## config.mk

```make
export PLATFORM = sky130hd
export DESIGN_NAME = dce_write_engine
export DESIGN_NICKNAME = d
export VERILOG_FILES = /design/src/rtl/dce_pkg.sv /design/src/rtl/dce_data_ram.sv /design/src/rtl/dce_write_engine.sv
export SDC_FILE = /design/constraint.sdc
export NUM_CORES = 2
export LEC_CHECK = 0
export ABC_AREA = 1
export CAP_MARGIN = 25
export CELL_PAD_IN_SITES_DETAIL_PLACEMENT = 0
export CELL_PAD_IN_SITES_GLOBAL_PLACEMENT = 2
export CORE_AREA = 2 2 560 562
export CTS_CLUSTER_SIZE = 16
export DETAILED_ROUTE_END_ITERATION = 12
export DIE_AREA = 0 0 562 564
export PLACE_DENSITY_LB_ADDON = 0.1
export SYNTH_ARGS = -nofsm -noshare
export SYNTH_HDL_FRONTEND = slang
export SYNTH_SLANG_ARGS = --single-unit
```

## constraint.sdc

```tcl
create_clock -name clk -period 7.6 [get_ports clk]
set_clock_uncertainty 0.15 [all_clocks]
set_input_delay 2.28 -clock clk [delete_from_list [all_inputs] [get_ports clk]]
set_output_delay 2.28 -clock clk [all_outputs]
set_load 0.005 [all_outputs]
```

## src/rtl/dce_pkg.sv

```systemverilog
// dce_pkg: shared types and helpers for the data-cache-emulator write engine.
//   dceState_t  - write FSM state encoding (IDLE / WRITE / DONE)
//   WORD_BYTES  - bytes per data-array word
//   LAT_CNT_W   - width of the write-latency down-counter
//   wordIndex() - byte address to word address (caller keeps the low bits it needs)
package dce_pkg;

  typedef enum logic [1:0] {
    IDLE  = 2'd0,
    WRITE = 2'd1,
    DONE  = 2'd2
  } dceState_t;

  localparam int WORD_BYTES = 4;
  localparam int LAT_CNT_W  = 4;

  // Drops the byte-offset bits; the caller slices off the array index bits,
  // so anything above the array depth aliases back into range.
  function automatic logic [31:0] wordIndex(input logic [31:0] byteAddr);
    return byteAddr >> $clog2(WORD_BYTES);
  endfunction

endpackage

```

## src/rtl/dce_data_ram.sv

```systemverilog
// dce_data_ram: single-port synchronous data array with a registered read port.
//   clk_i    - clock, rising edge
//   rst_i    - asynchronous active-high reset (clears only the read register)
//   we_i     - write enable; writes wdata_i to mem[idx_i]
//   re_i     - read enable; registers mem[idx_i] into rdata_o
//   idx_i    - word index shared by the read and the write
//   wdata_i  - write data
//   rdata_o  - registered read data, holds its value when re_i is low
module dce_data_ram #(
  parameter int DEPTH_LOG2 = 6,
  parameter int WIDTH      = 32
) (
  input  logic                  clk_i,
  input  logic                  rst_i,
  input  logic                  we_i,
  input  logic                  re_i,
  input  logic [DEPTH_LOG2-1:0] idx_i,
  input  logic [WIDTH-1:0]      wdata_i,
  output logic [WIDTH-1:0]      rdata_o
);

  logic [WIDTH-1:0] mem_q [2**DEPTH_LOG2];
  logic [WIDTH-1:0] rdata_q;

  // The array contents are deliberately not reset.
  always_ff @(posedge clk_i) begin
    if (we_i) begin
      mem_q[idx_i] <= wdata_i;
    end
  end

  always_ff @(posedge clk_i or posedge rst_i) begin
    if (rst_i) begin
      rdata_q <= '0;
    end else if (re_i) begin
      rdata_q <= mem_q[idx_i];
    end
  end

  assign rdata_o = rdata_q;

endmodule

```

## src/rtl/dce_write_engine.sv

```systemverilog
// dce_write_engine: memory end of the store-buffer to data-cache write path.
// Takes the committed store at the store-buffer head, keeps DCE_WriteBusy high
// for WRITE_LAT cycles, commits the word to the array and pulses DCE_WriteDone.
// A single-cycle load port shares the array's one access slot; a write commit
// wins that slot and the load is stalled for the cycle.
//   clk            - clock, rising edge
//   resetb         - asynchronous active-high reset
//   SB_DataDmem    - store data at the store-buffer head
//   SB_AddrDmem    - store byte address at the store-buffer head
//   SB_DataValid   - store-buffer head holds a valid store
//   DCE_WriteBusy  - write in flight, no new store taken
//   DCE_WriteDone  - one-cycle pulse after the store has reached the array
//   Lsq_ReadEn     - load read request
//   Lsq_ReadAddr   - load byte address
//   DCE_ReadStall  - load not taken this cycle (combinational)
//   DCE_ReadData   - registered load data
//   DCE_ReadValid  - one-cycle pulse, DCE_ReadData valid
// WRITE_LAT must lie in 1..15 to fit the 4-bit latency counter.
module dce_write_engine
  import dce_pkg::*;
#(
  parameter int DEPTH_LOG2 = 6,
  parameter int WRITE_LAT  = 4
) (
  input  logic        clk,
  input  logic        resetb,
  input  logic [31:0] SB_DataDmem,
  input  logic [31:0] SB_AddrDmem,
  input  logic        SB_DataValid,
  output logic        DCE_WriteBusy,
  output logic        DCE_WriteDone,
  input  logic        Lsq_ReadEn,
  input  logic [31:0] Lsq_ReadAddr,
  output logic        DCE_ReadStall,
  output logic [31:0] DCE_ReadData,
  output logic        DCE_ReadValid
);

  localparam logic [LAT_CNT_W-1:0] LAT_LOAD = LAT_CNT_W'(WRITE_LAT - 1);

  dceState_t             state_q, state_d;
  logic [LAT_CNT_W-1:0]  latCnt_q, latCnt_d;
  logic [DEPTH_LOG2-1:0] wrIdx_q;
  logic [31:0]           wrData_q;
  logic                  readValid_q;

  logic [31:0]           sbWord, rdWord;
  logic [DEPTH_LOG2-1:0] sbIdx, rdIdx, ramIdx;
  logic                  accept, commit, readTake;
  logic                  busy, done;
  logic                  unusedAddrBits;

  assign sbWord = wordIndex(SB_AddrDmem);
  assign rdWord = wordIndex(Lsq_ReadAddr);
  assign sbIdx  = sbWord[DEPTH_LOG2-1:0];
  assign rdIdx  = rdWord[DEPTH_LOG2-1:0];

  // Upper address bits are intentionally discarded so addresses wrap.
  assign unusedAddrBits = ^{sbWord[31:DEPTH_LOG2], rdWord[31:DEPTH_LOG2]};

  // Same condition the store buffer uses to shift, so both sides agree on
  // exactly which edge consumed the head entry.
  assign accept   = SB_DataValid && (state_q != WRITE);
  // The last WRITE cycle owns the array slot; a load in that cycle waits.
  assign commit   = (state_q == WRITE) && (latCnt_q == '0);
  assign readTake = Lsq_ReadEn && !commit;

  always_ff @(posedge clk or posedge resetb) begin
    if (resetb) begin
      state_q  <= IDLE;
      latCnt_q <= '0;
    end else begin
      state_q  <= state_d;
      latCnt_q <= latCnt_d;
    end
  end

  always_comb begin
    state_d  = state_q;
    latCnt_d = latCnt_q;
    busy     = 1'b0;
    done     = 1'b0;
    case (state_q)
      IDLE: begin
        if (accept) begin
          state_d  = WRITE;
          latCnt_d = LAT_LOAD;
        end
      end
      WRITE: begin
        busy = 1'b1;
        if (latCnt_q == '0) begin
          state_d = DONE;
        end else begin
          latCnt_d = latCnt_q - 1'b1;
        end
      end
      DONE: begin
        done = 1'b1;
        // Back-to-back store: the buffer's next head is taken while Done pulses.
        if (accept) begin
          state_d  = WRITE;
          latCnt_d = LAT_LOAD;
        end else begin
          state_d = IDLE;
        end
      end
      default: begin
        state_d = IDLE;
      end
    endcase
  end

  // Capture address and data on accept; the head may change freely afterwards.
  always_ff @(posedge clk or posedge resetb) begin
    if (resetb) begin
      wrIdx_q  <= '0;
      wrData_q <= '0;
    end else if (accept) begin
      wrIdx_q  <= sbIdx;
      wrData_q <= SB_DataDmem;
    end
  end

  always_ff @(posedge clk or posedge resetb) begin
    if (resetb) begin
      readValid_q <= 1'b0;
    end else begin
      readValid_q <= readTake;
    end
  end

  assign ramIdx = commit ? wrIdx_q : rdIdx;

  dce_data_ram #(
    .DEPTH_LOG2(DEPTH_LOG2),
    .WIDTH     (32)
  ) u_ram (
    .clk_i  (clk),
    .rst_i  (resetb),
    .we_i   (commit),
    .re_i   (readTake),
    .idx_i  (ramIdx),
    .wdata_i(wrData_q),
    .rdata_o(DCE_ReadData)
  );

  assign DCE_WriteBusy = busy;
  assign DCE_WriteDone = done;
  assign DCE_ReadStall = Lsq_ReadEn && commit;
  assign DCE_ReadValid = readValid_q;

endmodule

```

* Word-level counts from Yosys, hierarchy flattened
Memories as Yosys holds them, arrays and structs flattened. A register that Yosys moved wholly into a read port is not among the register bits.
Index checks and enable logic that the tools add are counted.
** Cells by class
- Equality and inequality tests :: 7
- $add $sub $neg :: 1
- Reduce and logical (&&, ||, !) cells :: 11
- Mux-type cells :: 12
** Operator list (number)
- $mux 4 :: 2
- $pmux 4 s2 :: 1
- $mux 6 :: 1
- $ne 2x1->1 const B :: 3
- $pmux 2 s3 :: 1
- $mux 1 :: 5
- $logic_and 1x1->1 :: 4
- $logic_not 4->1 :: 1
- $mux 2 :: 2
- $ne 2x2->1 const B :: 2
- $sub 4x1->4 const B :: 1
- $reduce_and 3->1 :: 1
- $eq 2x1->1 const B :: 1
- $eq 2x2->1 const B :: 1
- $logic_not 2->1 :: 1
- $reduce_and 2->1 :: 1
- $reduce_bool 2->1 :: 1
- $reduce_or 2->1 :: 1
- $logic_not 1->1 :: 1
** Word-level totals
- Logic and storage cells :: 37
- Input bits :: 100
- Memories :: 1
- Bits in writable memories :: 2048
- Register bits after elaboration :: 45
- Output and inout bits :: 36
** Memories
- u_ram.mem_q :: words 64, bits a word 32, read ports 1, clocked after memory_dff 1, wr ports 1, RTL line dce_data_ram.sv:22 : logic [WIDTH-1:0] mem_q [2**DEPTH_LOG2];

* Longest topological paths before layout
- Depth in word-level cells :: 4
- Gate-level depth with buffers :: 21
- Depth with buffers taken out :: 17

* Modules after synthesis
A second synthesis with hierarchy kept.
** Unflattened totals
- Cell total of the unflattened synthesis :: 8798
- Area total of the unflattened synthesis :: 89274.4 µm²
** By module, submodules not included
- dce_data_ram :: cells an instance 8566, area each 87310.0 µm², sequential area each 62299.8 µm², times used 1
- dce_write_engine :: cells an instance 232, area each 1964.4 µm², sequential area each 1126.1 µm², times used 1

* Least setup slack after synthesis
Ideal clock, no wire load.
- Kind :: input to register
- Start point :: input port Lsq_ReadAddr[2]
- End point :: memory u_ram.mem_q[49][0], enable pin
- Library setup time :: 502 ps
- Cell stages on the path :: 7
- Required time :: 6948 ps
- Buffers on the path :: 3
- Slack :: 777 ps
- Arrival :: 6171 ps
- Cells stage by stage :: inv_1 > nand2_4 > nand2_2 > buf_4 > buf_4 > buf_2 > nor4_1
** Between the ends
- Cells in the longest elaborated chain, start to end :: 1
** RTL lines
- start, declared :: RTL line dce_write_engine.sv:33 : input logic [31:0] Lsq_ReadAddr,
- $mux 6 :: RTL line dce_write_engine.sv:133 : assign ramIdx = commit ? wrIdx_q : rdIdx;
- end, declared :: RTL line dce_data_ram.sv:22
No other way between the ends.

* Worst setup path after layout
- Start point :: input port Lsq_ReadEn
- End point :: output port DCE_ReadStall
** Between the ends
- Cells in the longest elaborated chain, start to end :: 1
** RTL lines
- start, declared :: RTL line dce_write_engine.sv:32 : input logic Lsq_ReadEn,
- $logic_and 1x1->1 :: RTL line dce_write_engine.sv:150 : assign DCE_ReadStall = Lsq_ReadEn && commit;
- end, declared :: RTL line dce_write_engine.sv:34 : output logic DCE_ReadStall,
No other way between the ends.

==> impl_metrics.yaml <==
routing:
  postRouteAntennaNets: 0
  wl_met3_mm: 16.8
  drc: 0
  dr_total_vias: 61100
  drt-vias-per-instance: 4.61
  highest-signal-layer: "met5"
  dr_wl_met2_mm: 149
  drtIter0Drc: 5260
  met1Wirelength_mm: 158
  routed_wirelength_mm: 333
  firstDrtPassIters: 6
  route.detailed.wl_per_inst_um: 25.1
finish:
  seqCellArea_sq_mm: 0.0635
  finalNonFillerCells: 13300
  layout-drive-gt1-share: 0.0834
  layout.filler_cells: 31200
  fin_nets: 9011
  multi_input_area_sq_mm: 0.0246
  area_delta_synth_final_pct: 17.0
floorplanning:
  die-width_um: 562
  core.rowCount: 205
  die_height_um: 564
  core_sq_mm: 0.311
  boundaryPins: 136
  dieArea_sq_mm: 0.317
  initial_utilization: 0.289
timing:
  final_worst_path_cycle_share: 0.776
  worst_pin_slew_ns: 1.07
  fin_ws_ns: 1.70
  setup-tns-final_ns: 0
  slew_headroom: 0.287
  unrepaired_setup_endpoints_after_global_routing: "no"
  timing_max_transition_violations_final: 0
  setup_violations: 0
  period_minus_slack_ns: 5.90
  max_freq_ghz: 0.169
  hold_viol_final: 0
logic_synthesis:
  netlist.area_leader.share: 0.684
  synth-main-ff-cell: "sky130_fd_sc_hd__edfxtp_1"
  ys_types: 35
  ys_ff_latch: 2125
  synth-edff-count: 2048
  synth_most_common_cell: "sky130_fd_sc_hd__nand2_1"
  netlist_top_cells_count: "sky130_fd_sc_hd__nand2_1 (5255), sky130_fd_sc_hd__edfxtp_1 (2048), sky130_fd_sc_hd__nand3_1 (541)"
  synth_top_cells_by_area: "sky130_fd_sc_hd__edfxtp_1 (68%), sky130_fd_sc_hd__nand2_1 (22%), sky130_fd_sc_hd__nand3_1 (3.0%), sky130_fd_sc_hd__dfrtp_1 (2.1%), sky130_fd_sc_hd__clkbuf_1 (1.0%)"
  synthesis.instances: 8791
  synth_fp_nets: 8893
  netlist.top_cell.by_area: "sky130_fd_sc_hd__edfxtp_1"
  syn-mean-instance-area_sq_um: 10.2
  synth.cell_area_sq_mm: 0.0899
  synth-seq-area-share: 0.705
  share_of_synthesized_flip_flops_with_an_asynchronous_set_or_reset: 0.0362
  yosys_warnings: 0
setup_path:
  highest_fanout_seen_on_the_critical_path: 2
  cp_common_cell: "sky130_fd_sc_hd__clkdlybuf4s50_1"
  slowest_delay_ns: 0.52
  timing_worst_setup_path_type: "input pin to primary output"
  cp_num_cells: 4
  cp_data_arrival_time_ns: 3.47
  worstSetupStartpointType: "input pin"
  critical_path.endpoint: "DCE_ReadStall"
  crit_family: "buffers and inverters"
  slowest_stage: "sky130_fd_sc_hd__clkdlybuf4s50_1"
  worstPathCellList: "clkdlybuf4s50_1 > inv_1 > nor2_1 > clkdlybuf4s50_1"
  cp.required_ns: 5.17
  timing.reg2reg.setup_slack_ns: 2.65
  critical_path.reg2reg.endpoint: "u_ram.mem_q[57][21]$_DFFE_PP_"
  regToRegStartpoint: "latCnt_q[0]$_DFFE_PP0P_"
  worst_setup_path_end_kind: "primary output"
  worstRegToRegCells: 12
  timing.critical_path.buf_inv: 3
  crit_start: "Lsq_ReadEn"
placement:
  dp_hpwl_mm: 181
  io_buffers: 83
  cell_count_after_placement: 12800
  gp_congestion: 0.753
  pre_cts_slack_ns: 1.22
grt:
  maximum_number_of_pins_on_one_net_before_global_route_repair: 116
  grt_pass1_vias: 58900
  grt_antenna_before_repair: 41
  wire_length_of_the_first_global_routing_pass_mm: 464
  gr-total-overflow: 0
  grtUsageTotal: 0.207
clock_network:
  clkSlewWorstSetupHoldPaths_ns: 0.06
  htreeDepth: 5
  number_of_buffers_inserted_to_repair_setup_after_cts: 0
  clkLatencyLatePin_ns: 0.89
  clock_path_buffers: 4
  total_clock_buffers_created_by_cts: 263
  cts.repair.resized: 0
  hold_buffers: 0
  cts_root_buffer: "sky130_fd_sc_hd__clkbuf_16"
  tritoncts: "built"
  clkSinkCount: 2125
run_status:
  run_status: "completed"
min_path:
  holdCritStartpoint: "wrData_q[19]$_DFFE_PP0P_"
  worstHoldPathType: "register to register"
power_and_ir_drop:
  leakage_uw: 0.0426
  vdd_ir_drop_max_uv: 427
  p_per_area_mw_per_mm2: 345
flow_run:
  timing.max_cap.violations: 0
## cells in the final DEF, fill, tap and decap left out, types with 7 or more instances in the layout
cell type / instances
sky130_fd_sc_hd__o211ai_1: 7
sky130_fd_sc_hd__nor2_4: 69
sky130_fd_sc_hd__clkinv_1: 58
sky130_fd_sc_hd__a21oi_1: 9
sky130_fd_sc_hd__clkbuf_1: 85
sky130_fd_sc_hd__clkinv_2: 21
sky130_fd_sc_hd__inv_1: 111
sky130_fd_sc_hd__dfrtp_4: 7
sky130_fd_sc_hd__buf_12: 69
sky130_fd_sc_hd__diode_2: 8
sky130_fd_sc_hd__nand3_1: 541
sky130_fd_sc_hd__or2_2: 30
sky130_fd_sc_hd__edfxtp_1: 2048
sky130_fd_sc_hd__clkbuf_16: 274
sky130_fd_sc_hd__dfrtp_1: 45
sky130_fd_sc_hd__dfrtp_2: 25
sky130_fd_sc_hd__mux2_2: 34
sky130_fd_sc_hd__clkdlybuf4s50_1: 83
sky130_fd_sc_hd__buf_4: 183
sky130_fd_sc_hd__bufinv_16: 7
sky130_fd_sc_hd__nand2_1: 5250
sky130_fd_sc_hd__inv_6: 9
sky130_fd_sc_hd__nor2_1: 92
## worst min-delay path by stage
stage / end / slack, ns / cells past startpoint
floorplan: wrIdx_q[5]$_DFFE_PP0P_ / 0.33 / 1
global placement: wrIdx_q[4]$_DFFE_PP0P_ / 0.34 / 2
detailed placement: wrData_q[23]$_DFFE_PP0P_ / 0.35 / 1
CTS: wrData_q[23]$_DFFE_PP0P_ / 0.36 / 1
global route: wrData_q[19]$_DFFE_PP0P_ / 0.37 / 1
finish: wrData_q[19]$_DFFE_PP0P_ / 0.36 / 1
## metal layers
layer / vias up / track usage
met5: - / 0
li1: 29000 / -
met3: 376 / 0.0308
met2: 1418 / 0.323
met1: 30300 / 0.297
met4: 18 / 0.0567
## final cells by class
| type | instances | area share |
|---|---|---|
| antenna | 8 | 0.000190 |
| clock buffer | 359 | 0.0682 |
| clock inverter | 100 | 0.00646 |
| inverter | 115 | 0.00413 |
| multi-input combinational | 6067 | 0.234 |
| sequential | 2125 | 0.603 |
| tap | 4140 | 0.0492 |
| timing repair buffer | 337 | 0.0346 |
## metrics by stage
stage	total power [uW]	hold WS (ns)	cell area [sq um]	utilization
2_1_floorplan	19800	0.330	89900	-
3_3_place_gp	24800	0.340	97100	0.312
3_5_place_dp	24900	0.351	97200	0.313
4_1_cts	36800	0.364	105000	0.338
5_1_grt	38000	0.373	105000	0.338
6_report	36300	0.362	105000	0.338
## cells by family after synthesis
family	share of synthesized area
XOR/XNOR	0.000195
AND/OR/NAND/NOR	0.260
multiplexers	0.00426
adder cells (fa/ha/maj)	0.000278
flip-flops	0.705
buffers and inverters	0.0281
AO/OA/AOI/OAI	0.00143
## registers in the layout, indices dropped and copies added, names as in the netlist
register and count:
DCE_ReadValid 1, latCnt_q 4, state_q 2, u_ram.mem_q 2048, u_ram.rdata_o 32, wrData_q 32
wrIdx_q 6
## where the power goes
part	switching, uW	internal [uW]	total, uW
clock network	4960	6830	11800
registers	987	14800	15800
logic	6650	2000	8650
Note: power is estimated with default switching activity, not from simulation.
